<file path="config.mk">
export PLATFORM = sky130hd
export DESIGN_NAME = gate_exerciser_flat
export DESIGN_NICKNAME = d
export VERILOG_FILES = /design/src/rtl/gate_exerciser_pkg.sv /design/src/rtl/gate_exerciser_if.sv /design/src/rtl/gate_exerciser_sync_2ff.sv /design/src/rtl/gate_exerciser.sv /design/src/flat_wrapper.sv
export SDC_FILE = /design/constraint.sdc
export NUM_CORES = 1
export LEC_CHECK = 0
export BUFFER_PORTS_ARGS = -buffer_cell sky130_fd_sc_hd__buf_2
export CAP_MARGIN = 15
export CORE_AREA = 2 2 45 47
export DETAILED_ROUTE_END_ITERATION = 7
export DIE_AREA = 0 0 47 49
export PLACE_DENSITY_LB_ADDON = 0.25
export SLEW_MARGIN = 20
export SYNTH_ARGS = -nofsm -noshare
export SYNTH_HDL_FRONTEND = slang
export SYNTH_SLANG_ARGS = --single-unit
</file>
<file path="constraint.sdc">
create_clock -name clk -period 1.4 [get_ports clk]
set_input_delay 0.14 -clock clk [delete_from_list [all_inputs] [get_ports clk]]
set_output_delay 0.14 -clock clk [all_outputs]
set_load 0.01 [all_outputs]
</file>
<file path="src/rtl/gate_exerciser_pkg.sv">
// ============================================================================
// Module   : gate_exerciser_pkg
// Desc     : Shared types and truth-table constants for the gate exerciser.
// Revision : 1.0
// ============================================================================
`default_nettype none

package gate_exerciser_pkg;

    typedef enum logic [1:0] {
        ST_IDLE   = 2'd0,
        ST_SETTLE = 2'd1,
        ST_SAMPLE = 2'd2,
        ST_DONE   = 2'd3
    } state_t;

    localparam int NUM_VECTORS = 4;

    // Bit i is the gate output expected for {in1,in0} == i.
    localparam logic [NUM_VECTORS-1:0] TT_AND = 4'b1000;
    localparam logic [NUM_VECTORS-1:0] TT_OR  = 4'b1110;
    localparam logic [NUM_VECTORS-1:0] TT_XOR = 4'b0110;

endpackage

`default_nettype wire

</file>
<file path="src/rtl/gate_exerciser_if.sv">
// ============================================================================
// Module   : gate_exerciser_if
// Desc     : Control, gate-pin and result signals of the gate exerciser.
// Revision : 1.0
// ============================================================================
`default_nettype none

interface gate_exerciser_if;

    logic                                    start;
    logic                                    gate_out;
    logic                                    drv0;
    logic                                    drv1;
    logic                                    busy;
    logic                                    done;
    logic                                    pass;
    logic [gate_exerciser_pkg::NUM_VECTORS-1:0] fail_vec;

    modport master (
        input  start,
        input  gate_out,
        output drv0,
        output drv1,
        output busy,
        output done,
        output pass,
        output fail_vec
    );

    modport slave (
        output start,
        output gate_out,
        input  drv0,
        input  drv1,
        input  busy,
        input  done,
        input  pass,
        input  fail_vec
    );

endinterface

`default_nettype wire

</file>
<file path="src/rtl/gate_exerciser_sync_2ff.sv">
// ============================================================================
// Module   : sync_2ff
// Desc     : 1-bit two-flop synchronizer for asynchronous board pins.
// Revision : 1.0
// ============================================================================
`default_nettype none

module sync_2ff (
    input  wire logic clk,
    input  wire logic rst_n,
    input  wire logic d,
    output logic      q
);

    logic meta_q;
    logic sync_q;

    always_ff @(posedge clk or negedge rst_n) begin
        if (!rst_n) begin
            meta_q <= 1'b0;
            sync_q <= 1'b0;
        end else begin
            meta_q <= d;
            sync_q <= meta_q;
        end
    end

    assign q = sync_q;

endmodule

`default_nettype wire

</file>
<file path="src/rtl/gate_exerciser.sv">
// ============================================================================
// Module   : gate_exerciser
// Desc     : Sweeps a two-input gate through all vectors and checks its output.
//            GATE_EXERCISER_LOOP_EN selects continuous back-to-back sweeps.
// Revision : 1.0
// ============================================================================
`default_nettype none

module gate_exerciser
    import gate_exerciser_pkg::*;
#(
    parameter int                      SETTLE_CYCLES = 4,
    parameter logic [NUM_VECTORS-1:0]  EXPECT        = TT_AND
) (
    input  wire logic         clk,
    input  wire logic         rst_n,
    gate_exerciser_if.master  gx
);

    localparam int                 CNT_W      = $clog2(SETTLE_CYCLES);
    localparam int                 IDX_W      = $clog2(NUM_VECTORS);
    localparam logic [CNT_W-1:0]   c_CNT_LAST = CNT_W'(SETTLE_CYCLES - 1);
    localparam logic [IDX_W-1:0]   c_IDX_LAST = IDX_W'(NUM_VECTORS - 1);
`ifdef GATE_EXERCISER_LOOP_EN
    localparam state_t             c_WRAP_ST  = ST_SETTLE;
`else
    localparam state_t             c_WRAP_ST  = ST_DONE;
`endif

    state_t                   state_q, state_d;
    logic [IDX_W-1:0]         idx_q, idx_d;
    logic [CNT_W-1:0]         cnt_q, cnt_d;
    logic                     busy_q, busy_d;
    logic                     done_q, done_d;
    logic [NUM_VECTORS-1:0]   fail_vec_q, fail_vec_d;
    logic                     gate_sync;
`ifdef GATE_EXERCISER_LOOP_EN
    logic                     swept_q, swept_d;
`endif

    sync_2ff u_sync (
        .clk   (clk),
        .rst_n (rst_n),
        .d     (gx.gate_out),
        .q     (gate_sync)
    );

    always_ff @(posedge clk or negedge rst_n) begin
        if (!rst_n) begin
            state_q    <= ST_IDLE;
            idx_q      <= '0;
            cnt_q      <= '0;
            busy_q     <= 1'b0;
            done_q     <= 1'b0;
            fail_vec_q <= '0;
`ifdef GATE_EXERCISER_LOOP_EN
            swept_q    <= 1'b0;
`endif
        end else begin
            state_q    <= state_d;
            idx_q      <= idx_d;
            cnt_q      <= cnt_d;
            busy_q     <= busy_d;
            done_q     <= done_d;
            fail_vec_q <= fail_vec_d;
`ifdef GATE_EXERCISER_LOOP_EN
            swept_q    <= swept_d;
`endif
        end
    end

    always_comb begin
        state_d = state_q;
        case (state_q)
            ST_IDLE, ST_DONE: if (gx.start) state_d = ST_SETTLE;
            ST_SETTLE:        if (cnt_q == c_CNT_LAST) state_d = ST_SAMPLE;
            ST_SAMPLE:        state_d = (idx_q == c_IDX_LAST) ? c_WRAP_ST : ST_SETTLE;
            default:          state_d = ST_IDLE;
        endcase
    end

    always_comb begin
        idx_d      = idx_q;
        cnt_d      = cnt_q;
        busy_d     = busy_q;
        done_d     = done_q;
        fail_vec_d = fail_vec_q;
`ifdef GATE_EXERCISER_LOOP_EN
        swept_d    = swept_q;
        done_d     = 1'b0;
`endif
        case (state_q)
            ST_IDLE, ST_DONE: begin
                if (gx.start) begin
                    idx_d  = '0;
                    cnt_d  = '0;
                    busy_d = 1'b1;
                    done_d = 1'b0;
`ifndef GATE_EXERCISER_LOOP_EN
                    fail_vec_d = '0;
`endif
                end
            end
            ST_SETTLE: cnt_d = cnt_q + 1'b1;
            ST_SAMPLE: begin
                if (gate_sync != EXPECT[idx_q]) fail_vec_d[idx_q] = 1'b1;
                cnt_d = '0;
                if (idx_q == c_IDX_LAST) begin
                    done_d = 1'b1;
`ifdef GATE_EXERCISER_LOOP_EN
                    swept_d = 1'b1;
                    idx_d   = '0;
`else
                    busy_d  = 1'b0;
`endif
                end else begin
                    idx_d = idx_q + 1'b1;
                end
            end
            default: ;
        endcase
    end

    // The drive pins are the vector index itself, so they hold 3 after a sweep.
    assign gx.drv0     = idx_q[0];
    assign gx.drv1     = idx_q[1];
    assign gx.busy     = busy_q;
    assign gx.done     = done_q;
    assign gx.fail_vec = fail_vec_q;
`ifdef GATE_EXERCISER_LOOP_EN
    assign gx.pass     = swept_q && (fail_vec_q == '0);
`else
    assign gx.pass     = done_q && (fail_vec_q == '0);
`endif

endmodule

`default_nettype wire

</file>
<file path="src/flat_wrapper.sv">
// flat-port wrapper written by rule: the top's interface ports become plain ports
module gate_exerciser_flat import gate_exerciser_pkg::*;
#(
    parameter int                      SETTLE_CYCLES = 4,
    parameter logic [NUM_VECTORS-1:0]  EXPECT        = TT_AND
)
  (clk, rst_n, gx_start, gx_gate_out, gx_drv0, gx_drv1, gx_busy, gx_done, gx_pass, gx_fail_vec);
  gate_exerciser_if gx_i ();
  input  wire logic clk;
  input  wire logic rst_n;
  input wire logic [$bits(gx_i.start)-1:0] gx_start;
  input wire logic [$bits(gx_i.gate_out)-1:0] gx_gate_out;
  output wire logic [$bits(gx_i.drv0)-1:0] gx_drv0;
  output wire logic [$bits(gx_i.drv1)-1:0] gx_drv1;
  output wire logic [$bits(gx_i.busy)-1:0] gx_busy;
  output wire logic [$bits(gx_i.done)-1:0] gx_done;
  output wire logic [$bits(gx_i.pass)-1:0] gx_pass;
  output wire logic [$bits(gx_i.fail_vec)-1:0] gx_fail_vec;
  assign gx_i.start = gx_start;
  assign gx_i.gate_out = gx_gate_out;
  assign gx_drv0 = gx_i.drv0;
  assign gx_drv1 = gx_i.drv1;
  assign gx_busy = gx_i.busy;
  assign gx_done = gx_i.done;
  assign gx_pass = gx_i.pass;
  assign gx_fail_vec = gx_i.fail_vec;
  gate_exerciser #(.SETTLE_CYCLES(SETTLE_CYCLES), .EXPECT(EXPECT)) u_core (.clk(clk), .rst_n(rst_n), .gx(gx_i));
endmodule
</file>
==> results.rst <==
.. list-table::
   :header-rows: 1

   * - Metric
     - Value
   * - Outcome
     - complete, but fails checks
   * - Failing checks
     - negative setup slack
   * - Mean cell area of the mapped netlist
     - 10.48 um^2
   * - Total power per unit cell area
     - 1418 nW/um^2
   * - TritonCTS buffer count
     - 3
   * - Flip-flop and latch count after synthesis
     - 14
   * - Area of combinational cells with multiple inputs
     - 469.2 um^2
   * - Number of levels the H-tree was split into
     - 1
   * - Final setup TNS
     - -0.01490 ns
   * - Post-layout min period
     - 1.410 ns
   * - Die extent in y
     - 49 um
   * - Number of synthesized flops with an enable pin
     - 0
   * - Post-detailed-route wirelength per cell
     - 11.82 um
   * - Max Clock Freq
     - 709.4 MHz
   * - Data arrival, critical path
     - 1.63 ns
   * - P_leak
     - 0.0005337 uW
   * - Top-Level Pins
     - 13
   * - Clock Tree Buf Depth
     - 2
   * - Fraction of registers with async set/reset
     - 100.0%
   * - First-pass GRT wire length
     - 2.546 mm
   * - Most common cell after layout, fill and taps aside
     - sky130_fd_sc_hd__buf_4
   * - Number of nets in the synthesized netlist
     - 91
   * - Via-to-Cell Ratio
     - 4.827
   * - # port buffers
     - 12
   * - Largest voltage drop on the vdd net
     - 0.8955 mV
   * - Final Setup Violations
     - 4
   * - Cell Area, Synth
     - 807.0 um^2
   * - TritonCTS sink count
     - 14
   * - Kind of end point of the critical path
     - flop
   * - Fin Hold WS
     - 0.2286 ns
   * - Final Net Count
     - 121
   * - Critical path start-end classification
     - reg2reg
   * - Global routing usage summed across all routing layers
     - 14.94%
   * - Area taken by flip-flops and latches
     - 352.8 um^2
   * - Number of cells produced by synthesis
     - 77
   * - Starting Density
     - 43.82%
   * - Aggregate global routing overflow
     - 0
   * - Gp weighted congestion
     - 0.7609
   * - Clock Root Buffer
     - sky130_fd_sc_hd__clkbuf_4
   * - Number of slew-limit violations in the final report
     - 0
   * - Count of antenna-violating nets left after detailed routing
     - 0
   * - Path type of the worst min-delay path
     - in2reg
   * - Global Route met1 Usage
     - 19.91%
   * - Clock transition at path regs
     - 0.09 ns
   * - Startpoint type of the worst setup path
     - flop
   * - Number of failing hold endpoints at the final stage
     - 0
   * - Clock network latency to the later pin of the worst-skew pair
     - 0.28 ns
   * - Wire length after detailed routing
     - 1.572 mm
   * - Pin count of the biggest net entering global routing
     - 15
   * - Power, Total
     - 1544 uW
   * - Top library cells by usage in the layout, fill and taps aside
     - sky130_fd_sc_hd__buf_4 (13), sky130_fd_sc_hd__buf_2 (12), sky130_fd_sc_hd__dfrtp_1 (12)
   * - Unrepaired setup endpoints after global routing
     - yes
   * - DRC violation total after the first TritonRoute iteration
     - 5
   * - GRT met2 Usage
     - 22.83%
   * - Ratio of cells with drive above 1 in the final layout
     - 39.62%
   * - Share of the clock period used by the worst path after layout
     - 100.7%
   * - First-pass iteration count of the detailed router
     - 4
   * - Estimated wirelength of the detail-placed design
     - 1.084 mm
   * - Core area
     - 1842 um^2
   * - Crit path max fanout
     - 6
   * - Cell row count
     - 16
   * - Final setup skew
     - 0.007129 ns
   * - Max_cap viols
     - 0
   * - Number of antenna diodes
     - 0
   * - Area of the die
     - 2303 um^2
   * - Worst slew pin tran
     - 0.3203 ns
   * - Yosys warns
     - 0
   * - Relative slew margins
     - 78.65%
   * - Sequential fraction of the synthesis area
     - 43.41%
   * - CTS tree
     - built
   * - Met3 capacity usage during global routing
     - 5.556%
   * - Busiest grt layer
     - met2
   * - CP required
     - 1.62 ns
   * - Number of vias after detailed routing
     - 642
   * - Die Width
     - 47 um
   * - Count of cell types in the netlist
     - 28
   * - Initial antenna violation count
     - 0
   * - Area growth from synthesis to final layout
     - 34.88%
   * - Setup slack of the critical path after layout
     - -0.009590 ns
   * - Number of global-route vias before repair
     - 612
   * - Fill cell count
     - 173
   * - DR DRC count
     - 0
   * - Top flip-flop cell by instance count after synthesis
     - sky130_fd_sc_hd__dfrtp_1
## repair_timing
action | in CTS | in global routing
endpoints found under the hold margin | 15 | 0
gates resized for setup | 5 | 8
hold buffers | 2 | 0
setup buffers | 3 | 0
pin swaps | 6 | 4
setup endpoints to repair | 5 | 10
## power by group
group          internal, uW  switching [uW]  total (uW)
clock                   158             127         285
combinational           405             336         741
sequential              470            48.6         518
## cell usage after synthesis (2+ instances only)
cell	count	share of area, %
sky130_fd_sc_hd__dfrtp_1	14	43
sky130_fd_sc_hd__and2_1	3	2.3
sky130_fd_sc_hd__inv_1	5	2.3
sky130_fd_sc_hd__a21oi_1	2	1.2
sky130_fd_sc_hd__ha_1	10	16
sky130_fd_sc_hd__nand2_1	6	2.8
sky130_fd_sc_hd__nand2b_1	4	3.1
sky130_fd_sc_hd__o21ai_0	10	6.2
sky130_fd_sc_hd__a22o_1	3	3.3
sky130_fd_sc_hd__nor2_1	2	0.93
## cells by family (layout without fill, tap and decap cells)
kind of cell             count (synthesis)  count (layout)  synth area share (%)
AO/OA/AOI/OAI                           21              21                 16.90
XOR/XNOR                                 1               1                 1.085
adder cells (fa/ha/maj)                 10              10                 15.50
buffers and inverters                    7              36                 4.341
flip-flops                              14              14                 43.41
multiplexers                             1               1                 1.240
AND/OR/NAND/NOR                         23              23                 17.52
## final timing paths
check	from	end	slack (ns)	cells past startpoint
worst max-delay path	u_core.idx_q[1]	u_core.idx_q[0]	-0.01	3
worst min-delay path	gx_start	u_core.idx_q[1]	0.23	3
worst max register to register	u_core.idx_q[1]	u_core.idx_q[0]	-0.01	3
worst min register to register	u_core.u_sync.meta_q	u_core.u_sync.q	0.36	0
max in group asynchronous	rst_n	u_core.idx_q[1]	0.86	2
min in group asynchronous	rst_n	u_core.state_q[0]	0.28	2
## flip-flops by register name, summed over array words and instances (netlist names)
register	flops
u_core.state_q	2
u_core.cnt_q	2
u_core.idx_q	2
u_core.gx.busy	1
u_core.u_sync.q	1
u_core.gx.done	1
u_core.u_sync.meta_q	1
u_core.gx.fail_vec	4
## critical path: stages, from the launching register on
cell	delay (ns)
sky130_fd_sc_hd__dfrtp_2	0.46
sky130_fd_sc_hd__ha_1	0.24
sky130_fd_sc_hd__or4b_1	0.54
sky130_fd_sc_hd__nand3_1	0.10
## layout make-up
type / instances / share of cell area (%)
Clock buffer: 4 / 3.333
Tap cell: 27 / 3.103
Multi-Input combinational cell: 56 / 43.10
Inverter: 5 / 1.724
Timing Repair Buffer: 27 / 16.32
Sequential cell: 14 / 32.41
## routing by layer
metal  share of wire (%)  vias to the layer above
met2                  46                       18
li1                    -                      326
met3                 4.5                        4
met4                 1.6                        0
met5                   0                        -
met1                  48                      294
## per-stage QoR
stage | area, um^2 | instances | utilization [%] | worst slack (ns)
2_1_floorplan | 819.5 | 77 | - | 0.009356
3_3_place_gp | 972.2 | 124 | 52.79 | -0.01157
3_5_place_dp | 972.2 | 124 | 52.79 | -0.04736
4_1_cts | 1069 | 133 | 58.02 | -0.03627
5_1_grt | 1089 | 133 | 59.10 | -0.06454
6_report | 1089 | 133 | 59.10 | -0.009590
Power figures use the tool's default switching activity.
